[config.mk]
export PLATFORM = sky130hd
export DESIGN_NAME = serial_magnitude_comparator
export DESIGN_NICKNAME = d
export VERILOG_FILES = /design/src/rtl/cmp_pkg.sv /design/src/rtl/cmp_bit_decide.sv /design/src/rtl/serial_magnitude_comparator.sv
export SDC_FILE = /design/constraint.sdc
export NUM_CORES = 1
export LEC_CHECK = 0
export ABC_AREA = 1
export BUFFER_PORTS_ARGS = -buffer_cell sky130_fd_sc_hd__buf_4
export CORE_ASPECT_RATIO = 0.9
export CORE_MARGIN = 1.5
export CORE_UTILIZATION = 23
export DETAILED_ROUTE_END_ITERATION = 8
export GPL_ROUTABILITY_DRIVEN = 1
export PLACE_DENSITY = 0.47
export SETUP_SLACK_MARGIN = 0.3
export SLEW_MARGIN = 15
export SYNTH_ARGS = -nofsm -noshare
export SYNTH_HDL_FRONTEND = slang
export SYNTH_HIERARCHICAL = 1
export SYNTH_SLANG_ARGS = --single-unit
[constraint.sdc]
create_clock -name clk -period 1.65 [get_ports clk]
set_input_delay 0.0825 -clock clk [delete_from_list [all_inputs] [get_ports clk]]
set_output_delay 0.0825 -clock clk [all_outputs]
set_load 0.03 [all_outputs]
[src/rtl/cmp_pkg.sv]
// -----------------------------------------------------------------------------
// cmp_pkg
// Shared types for the bit-serial magnitude comparator.
//   state_t : FSM state (IDLE, COMPARE)
//   res_t   : 2-bit per-step result code; RES_NONE means "keep scanning".
//             The top level decodes this code into its one-hot EQ/LT/GRT flags.
// -----------------------------------------------------------------------------
package cmp_pkg;

    typedef enum logic {
        IDLE    = 1'b0,
        COMPARE = 1'b1
    } state_t;

    typedef logic [1:0] res_t;

    localparam res_t RES_NONE = 2'd0;
    localparam res_t RES_EQ   = 2'd1;
    localparam res_t RES_LT   = 2'd2;
    localparam res_t RES_GRT  = 2'd3;

endpackage

[src/rtl/cmp_bit_decide.sv]
// -----------------------------------------------------------------------------
// cmp_bit_decide
// Combinational single-bit decision for the serial comparator.
//   a_bit, b_bit : operand bits at the current scan position
//   is_msb       : current position is the sign bit
//   signed_mode  : two's-complement compare when high
//   differ       : the two bits differ (the scan terminates at this bit)
//   a_greater    : A > B, given that the bits differ
// -----------------------------------------------------------------------------
module cmp_bit_decide (
    input  logic a_bit,
    input  logic b_bit,
    input  logic is_msb,
    input  logic signed_mode,
    output logic differ,
    output logic a_greater
);

    assign differ = a_bit ^ b_bit;

    // A set sign bit means a negative operand, so at the MSB in signed mode
    // the operand holding the 0 is the larger one.
    assign a_greater = (is_msb && signed_mode) ? b_bit : a_bit;

endmodule

[src/rtl/serial_magnitude_comparator.sv]
// -----------------------------------------------------------------------------
// serial_magnitude_comparator
// Bit-serial MSB-first magnitude comparator with early exit on the first
// differing bit. Operands and mode are latched on an accepted start.
//   clk, rst     : clock, asynchronous active-high reset
//   start        : request a compare (sampled only in IDLE)
//   A, B         : WIDTH-bit operands
//   signed_mode  : 1 = two's-complement, 0 = unsigned
//   busy         : compare in progress
//   done         : one-cycle pulse, result flags valid
//   EQ, LT, GRT  : one-hot result, held until the next accepted start
// -----------------------------------------------------------------------------
module serial_magnitude_comparator
    import cmp_pkg::*;
#(
    parameter int WIDTH = 8,
    parameter int IDXW  = $clog2(WIDTH)
) (
    input  logic             clk,
    input  logic             rst,
    input  logic             start,
    input  logic [WIDTH-1:0] A,
    input  logic [WIDTH-1:0] B,
    input  logic             signed_mode,
    output logic             busy,
    output logic             done,
    output logic             EQ,
    output logic             LT,
    output logic             GRT
);

    localparam logic [IDXW-1:0] IDX_MSB = IDXW'(WIDTH - 1);

    state_t           r_state;
    logic [WIDTH-1:0] r_a;
    logic [WIDTH-1:0] r_b;
    logic             r_sm;
    logic [IDXW-1:0]  r_idx;

    logic             w_is_msb;
    logic             w_differ;
    logic             w_a_greater;
    res_t             w_res;

    assign w_is_msb = (r_idx == IDX_MSB);

    cmp_bit_decide u_decide (
        .a_bit       (r_a[r_idx]),
        .b_bit       (r_b[r_idx]),
        .is_msb      (w_is_msb),
        .signed_mode (r_sm),
        .differ      (w_differ),
        .a_greater   (w_a_greater)
    );

    // Outcome of the current scan step; RES_NONE keeps the scan going.
    always_comb begin
        w_res = RES_NONE;
        if (w_differ)
            w_res = w_a_greater ? RES_GRT : RES_LT;
        else if (r_idx == '0)
            w_res = RES_EQ;
    end

    always_ff @(posedge clk or posedge rst) begin
        if (rst) begin
            r_state <= IDLE;
            r_a     <= '0;
            r_b     <= '0;
            r_sm    <= 1'b0;
            r_idx   <= IDX_MSB;
            busy    <= 1'b0;
            done    <= 1'b0;
            EQ      <= 1'b0;
            LT      <= 1'b0;
            GRT     <= 1'b0;
        end else begin
            done <= 1'b0;
            case (r_state)
                IDLE: begin
                    if (start) begin
                        r_a     <= A;
                        r_b     <= B;
                        r_sm    <= signed_mode;
                        r_idx   <= IDX_MSB;
                        busy    <= 1'b1;
                        EQ      <= 1'b0;
                        LT      <= 1'b0;
                        GRT     <= 1'b0;
                        r_state <= COMPARE;
                    end
                end
                COMPARE: begin
                    if (w_res != RES_NONE) begin
                        EQ      <= (w_res == RES_EQ);
                        LT      <= (w_res == RES_LT);
                        GRT     <= (w_res == RES_GRT);
                        done    <= 1'b1;
                        busy    <= 1'b0;
                        r_state <= IDLE;
                    end else begin
                        r_idx <= r_idx - IDXW'(1);
                    end
                end
                default: r_state <= IDLE;
            endcase
        end
    end

endmodule

Yosys cells after proc, flatten, opt, wreduce, memory -nomap -nowiden
Cells that the tools add are included.
- add/sub/neg operators: 1
- order comparisons: 1
- equal/unequal tests: 7
- mux-type cells: 26
- bitwise gates (word level): 2
- reduce and logical (&&, ||, !) cells: 6
- operators by type and width (operator ; number):
    $mux W1 ; 15
    $pmux W1 S2 ; 5
    $bmux W1 S3 ; 2
    $mux W3 ; 2
    $pmux W3 S2 ; 1
    $reduce_and A2 Y1 ; 3
    $eq A2 B2 Y1 const B ; 2
    $lt A3 B4 Y1 const B ; 1
    $ne A2 B2 Y1 const B ; 2
    $eq A3 B3 Y1 const B ; 1
    $logic_not A3 Y1 ; 1
    $sub A3 B1 Y3 const B ; 1
    $eq A2 B1 Y1 const B ; 1
    $mux W2 ; 1
    $ne A2 B1 Y1 const B ; 1
    $reduce_bool A2 Y1 ; 1
    $logic_and A1 B1 Y1 ; 1
    $not A1 Y1 ; 1
    $xor A1 B1 Y1 ; 1
- bits in registers: 26
- input port bits: 20
- output and inout bits: 5
- logic and storage cells: 53

Longest topological paths before layout
- word-level depth: 8
- gate-level depth with buffers: 15
- mapped depth without buffers: 14

Hierarchy
Netlist, hierarchy kept.
- by module, submodules not included (module ; instances ; cells an instance ; area each (um^2) ; seq. area each (um^2)):
    serial_magnitude_comparator ; 1 ; 158 ; 1258.7 ; 654.4
    cmp_bit_decide ; 1 ; 8 ; 31.3 ; 0.0

Worst setup path before layout
Ideal clock, no wire load.
- path type: register -> register
- from: register r_idx[0]
- to: register r_idx[2]
- setup time: 0.076 ns
- arrival: 1.647 ns
- required time: 1.574 ns
- setup slack: -0.073 ns
- cell stages (with the launch flop): 15
- buffers on the path: 1
- clock period less this slack: 1.723 ns
- cells stage by stage: dfstp_2 buf_2 inv_2 nand2_1 nand3_1 nand2_1 nand2_1 nand2_1 nor2_1 nor2_1 inv_1 nand3_1 nand2_2 nand2_1 nand2_1
- elaborated cells between the ends (all ways): 18
- those cells by class: add/sub (1); eq/ne (2); mux (10); bitwise (1); reduce/logical (4)
- RTL lines (item ; RTL line ; RTL):
    start: declaration ; serial_magnitude_comparator.sv:38 ; logic [IDXW-1:0] r_idx;
    start signal: assignment ; serial_magnitude_comparator.sv:102 ; r_idx <= r_idx - IDXW'(1);
    $bmux W1 S3 (on tied branches) ; serial_magnitude_comparator.sv:48, serial_magnitude_comparator.sv:49 ;
    $mux W1 (on tied branches) ; serial_magnitude_comparator.sv:48, serial_magnitude_comparator.sv:49 ;
    $xor A1 B1 Y1 (*) ; cmp_bit_decide.sv:19 ; assign differ = a_bit ^ b_bit;
    named net w_differ ; serial_magnitude_comparator.sv:41 ; logic w_differ;
    $mux W2 (*) ; serial_magnitude_comparator.sv:59 ; if (w_differ)
    $reduce_bool A2 Y1 (*) ; serial_magnitude_comparator.sv:94 ; if (w_res != RES_NONE) begin
    $ne A2 B2 Y1 (no line) (*) ; n/a ;
    $reduce_and A2 Y1 (no line) (*) ; n/a ;
The timed path passes the listed nets; every way through them passes the cells marked *. The select of a mux whose other input is x is not followed.
A chain may end at the register's enable or synchronous reset.

Worst setup path in the final report
- from: register r_idx[0]
- to: register EQ
- elaborated cells between the ends (all ways): 18
- those cells by class: eq/ne (3); mux (10); bitwise (1); reduce/logical (4)
- RTL lines (item ; RTL line ; RTL):
    $bmux W1 S3 (on tied branches) ; serial_magnitude_comparator.sv:48, serial_magnitude_comparator.sv:49 ;
    $mux W1 (on tied branches) ; serial_magnitude_comparator.sv:48, serial_magnitude_comparator.sv:49 ;
    $xor A1 B1 Y1 (*) ; cmp_bit_decide.sv:19 ;
    named net w_differ ; serial_magnitude_comparator.sv:41 ;
    $mux W2 (*) ; serial_magnitude_comparator.sv:59 ;
    $eq A2 B1 Y1 / $reduce_bool A2 Y1 (equally long branches) ; serial_magnitude_comparator.sv:95, serial_magnitude_comparator.sv:94 ;
    $mux W1 / $ne A2 B1 Y1 (equally long branches) ; n/a ;
    $pmux W1 S2 / $reduce_and A2 Y1 (equally long branches) ; n/a ;
    end signal: assignment ; serial_magnitude_comparator.sv:95 ; EQ <= (w_res == RES_EQ);
    end: declaration ; serial_magnitude_comparator.sv:27 ; output logic EQ,
Marks and branches as above.

==> results_tabular.tex <==
\begin{tabular}{lr}
\hline
Metric & Value \\
\hline
\multicolumn{2}{l}{\textbf{Clock tree}} \\
Clock tree from TritonCTS & yes \\
Number of levels in the clock H-tree & 1 \\
Worst-path clk slew & about 0.09 ns \\
Buffer levels on the longest clock path & 2 \\
Number of buffers inserted during clock tree synthesis & 3 \\
Clock insertion delay at the later pin of the skew report & 0.27 ns \\
Clk sinks & 26 \\
CTS Root Buffer Type & clkbuf\_8 \\
\multicolumn{2}{l}{\textbf{Timing}} \\
Final worst path period share & 105.0\% \\
Total of endpoints with negative setup slack in the final report & 9 \\
Clock skew & $\sim$0.0047 ns \\
Achievable clock frequency & approximately 0.58 GHz \\
Number of pins exceeding their max-slew limit in the final report & 0 \\
Final setup slack of the worst path & -0.08262 ns \\
Tmin final & around 1.7 ns \\
Slew HR & between 70\% and 80\% \\
Final Hold Vio Count & 0 \\
RSZ-0062 raised after global routing & yes \\
Slew at the pin closest to its max-slew limit & around 0.34 ns \\
\multicolumn{2}{l}{\textbf{Synth}} \\
Top-area cell type share of the netlist area & roughly 45\% \\
Sequential area share after synthesis & between 50 and 60\% \\
Warnings from Yosys & 6 \\
Number of flip-flops and latches in the synthesized netlist & 26 \\
Top cells by instance count after synthesis & nand2\_1, dfrtp\_1, inv\_1 \\
Area of the mapped netlist & approximately 1300 µm² \\
Most frequently used cell type in the post-synthesis netlist & nand2\_1 \\
Post-synthesis cell type count & 16 \\
Mapped Avg Cell Area & slightly below 8 µm² \\
Number of enable-type register cells in the synthesized netlist & 0 \\
Cell types with the largest area share after synthesis & dfrtp\_1, nand2\_1, a21oi\_1 \\
Synth area leader & dfrtp\_1 \\
Top FF cell, synth & dfrtp\_1 \\
Post-synthesis instance total & roughly 170 \\
Post-synthesis net count & 189 \\
Fraction of registers with async set/reset & 100.0\% \\
\multicolumn{2}{l}{\textbf{Floorplanning}} \\
Core outline area & between 5000 and 6000 µm² \\
Die extent in y & 74.05 µm \\
Initial Util & 24.26\% \\
Total die area & slightly above 6000 µm² \\
Top Ports & 25 \\
Horizontal die dimension & around 82 µm \\
Placement Rows & 25 \\
\multicolumn{2}{l}{\textbf{Final layout}} \\
Finished Layout Cells & 270 \\
Multi-input combinational cell area & between 500 and 600 µm² \\
FF+latch area & 654.4 µm² \\
Nets & between 200 and 250 \\
Fill cell total of the finished layout & just under 600 \\
Layout area overhead & 39.09\% \\
Antenna cell count & 0 \\
Ratio of cells with drive above 1 in the final layout & 35.96\% \\
\multicolumn{2}{l}{\textbf{Power and ir drop}} \\
VDD IR-drop max & between 0.0006 and 0.0007 V \\
PwrDens & roughly 2100 nW/µm² \\
Overall power & 3.801 mW \\
Static power due to leakage & approximately 0.95 nW \\
\multicolumn{2}{l}{\textbf{Global routing}} \\
Global-route wire length before repair & roughly 4700 µm \\
GRT Util Overall & just over 10\% \\
Total congestion overflow & 0 \\
Initial antenna violation count & 0 \\
Pin count of the biggest net entering global routing & 40 \\
Number of global-route vias before repair & 1069 \\
\multicolumn{2}{l}{\textbf{Critical path}} \\
Required time of the critical path & about 1.8 ns \\
Launching element type of the critical path & register \\
Chain of cells forming the critical path & buf\_12 > inv\_8 > nand2\_1 > nand3\_2 > nand2\_2 > nand2\_1 > nand2\_2 > nor2\_1 > nor2\_2 > inv\_2 > nand2\_2 > nand2\_4 > nand3\_2 > nand2\_1 \\
Worst-path fanout max & 10 \\
Critical path start-end classification & register to register \\
Worst endpoint data arrival time & approximately 1.9 ns \\
Kind of end point of the critical path & register \\
Cell with the largest stage delay on the worst path & dfstp\_2 \\
Largest stage delay on the critical path & 0.58 ns \\
\multicolumn{2}{l}{\textbf{Detailed routing}} \\
Antenna Nets Post-Route & 0 \\
DRC violations left & 0 \\
Number of DRC violations after detailed-routing iteration 0 & 25 \\
Total wire length & around 2700 µm \\
Number of vias per cell & 4.111 \\
Routed len/inst & 9.970 µm \\
Vias after detailed routing & $\sim$1100 \\
Number of optimization iterations in the first detailed-route pass & 4 \\
\multicolumn{2}{l}{\textbf{Placed design}} \\
Quantity of I/O buffers inserted on ports & 24 \\
Number of instances in the placed design & roughly 260 \\
Routability cong. & 0.7624 \\
Placed wire-length estimate & between 1500 and 2000 µm \\
\multicolumn{2}{l}{\textbf{Run status}} \\
Violated checks & negative setup slack \\
Status & finished, violations left \\
\multicolumn{2}{l}{\textbf{Min path}} \\
Worst min path class & input port to register \\
\multicolumn{2}{l}{\textbf{Run}} \\
Max\_cap viols & 0 \\
\hline
\end{tabular}
[cells in the final DEF, fill, tap and decap left out]
cell and count:
nand3_2 6, nand2_2 12, ha_1 3, nor2_1 18, nand2_1 35, nand2_4 2
buf_4 35, nor2_2 2, nand3_4 1, dlygate4sd3_1 1, nand3_1 10, o21ai_0 1
a21oi_1 18, inv_2 4, buf_6 1, nand2_8 1, buf_12 1, dfstp_2 3
inv_8 1, inv_1 20, nand4_1 1, clkbuf_8 4, dfrtp_1 23
[cell families (layout without fill, tap and decap cells)]
logic type,count (synthesis),count (layout),share of synthesized area [%]
and+or+nand+nor,88,88,28.42
DFF,26,26,50.73
adders and majority gates,3,3,2.910
AOI/OAI and AO/OA,19,19,7.371
buffers and inverters,30,67,10.57
[registers in the layout (all words and copies together), names as in the netlist]
name	flops
LT	1
EQ	1
r_a	8
r_idx	3
done	1
GRT	1
r_sm	1
r_state	1
r_b	8
busy	1
[per-stage QoR]
stage | TNS, ns | cell area [µm²] | setup WS (ns) | hold slack (ns) | utilization, %
finish | -0.5252 | 1794 | -0.08262 | 0.04688 | 33.74
floorplan | 0 | 1306 | 0.06613 | 0.1203 | -
global route | -1.666 | 1794 | -0.2068 | 0.04838 | 33.74
CTS | -0.2002 | 1759 | -0.04287 | 0.04277 | 33.08
detailed placement | -0.8373 | 1559 | -0.1121 | 0.1730 | 29.32
global placement | -0.6122 | 1559 | -0.09293 | 0.1741 | 29.32
[critical path, delay by kind of cell (launching register included)]
family / cells / cell delay, ns
buffers and inverters: 3 / 0.25
flip-flops: 1 / 0.58
AND/OR/NAND/NOR: 11 / 0.80
[worst paths after layout]
path,start,end,slack [ns],cells past startpoint
min in group asynchronous,rst,r_b[1]$_DFFE_PP0P_,0.41,4
min reg2reg,GRT$_DFFE_PP0P_,GRT$_DFFE_PP0P_,0.51,2
max in group asynchronous,rst,r_idx[1]$_DFFE_PP1P_,0.94,4
min,B[4],r_b[4]$_DFFE_PP0P_,0.05,3
max reg2reg,r_idx[0]$_DFFE_PP1P_,EQ$_DFFE_PP0P_,-0.08,14
max,r_idx[0]$_DFFE_PP1P_,EQ$_DFFE_PP0P_,-0.08,14
[power breakdown]
group / total, mW / leakage (nW) / switching [mW] / internal [mW]
combinational: 2.24 / 0.630 / 1.27 / 0.965
sequential: 1.15 / 0.296 / 0.171 / 0.976
clock: 0.416 / 0.0288 / 0.203 / 0.214
[cell type report]
type / count / share of cell area (%)
flip-flops and latches: 26 / 36.47
multi-input cells: 110 / 33.19
repair buffers: 38 / 16.95
inverters: 25 / 5.649
well taps: 67 / 4.672
clock buffers: 4 / 3.068
[routing by layer]
metal  up-vias  track usage, %  wire (µm)
li1        582               -          -
met1       508           12.93       1291
met2        16           16.85       1254
met3         4           2.945        109
met4         0           3.390         37
met5         -               0          0
[repair_timing]
item,4_1_cts,5_1_grt
setup endpoints to repair,9,9
resized for setup,20,9
pin swaps,6,11
endpoints found under the hold margin,23,0
hold buffers,1,0
setup buffers,7,1
(Power assumes the default switching activity.)
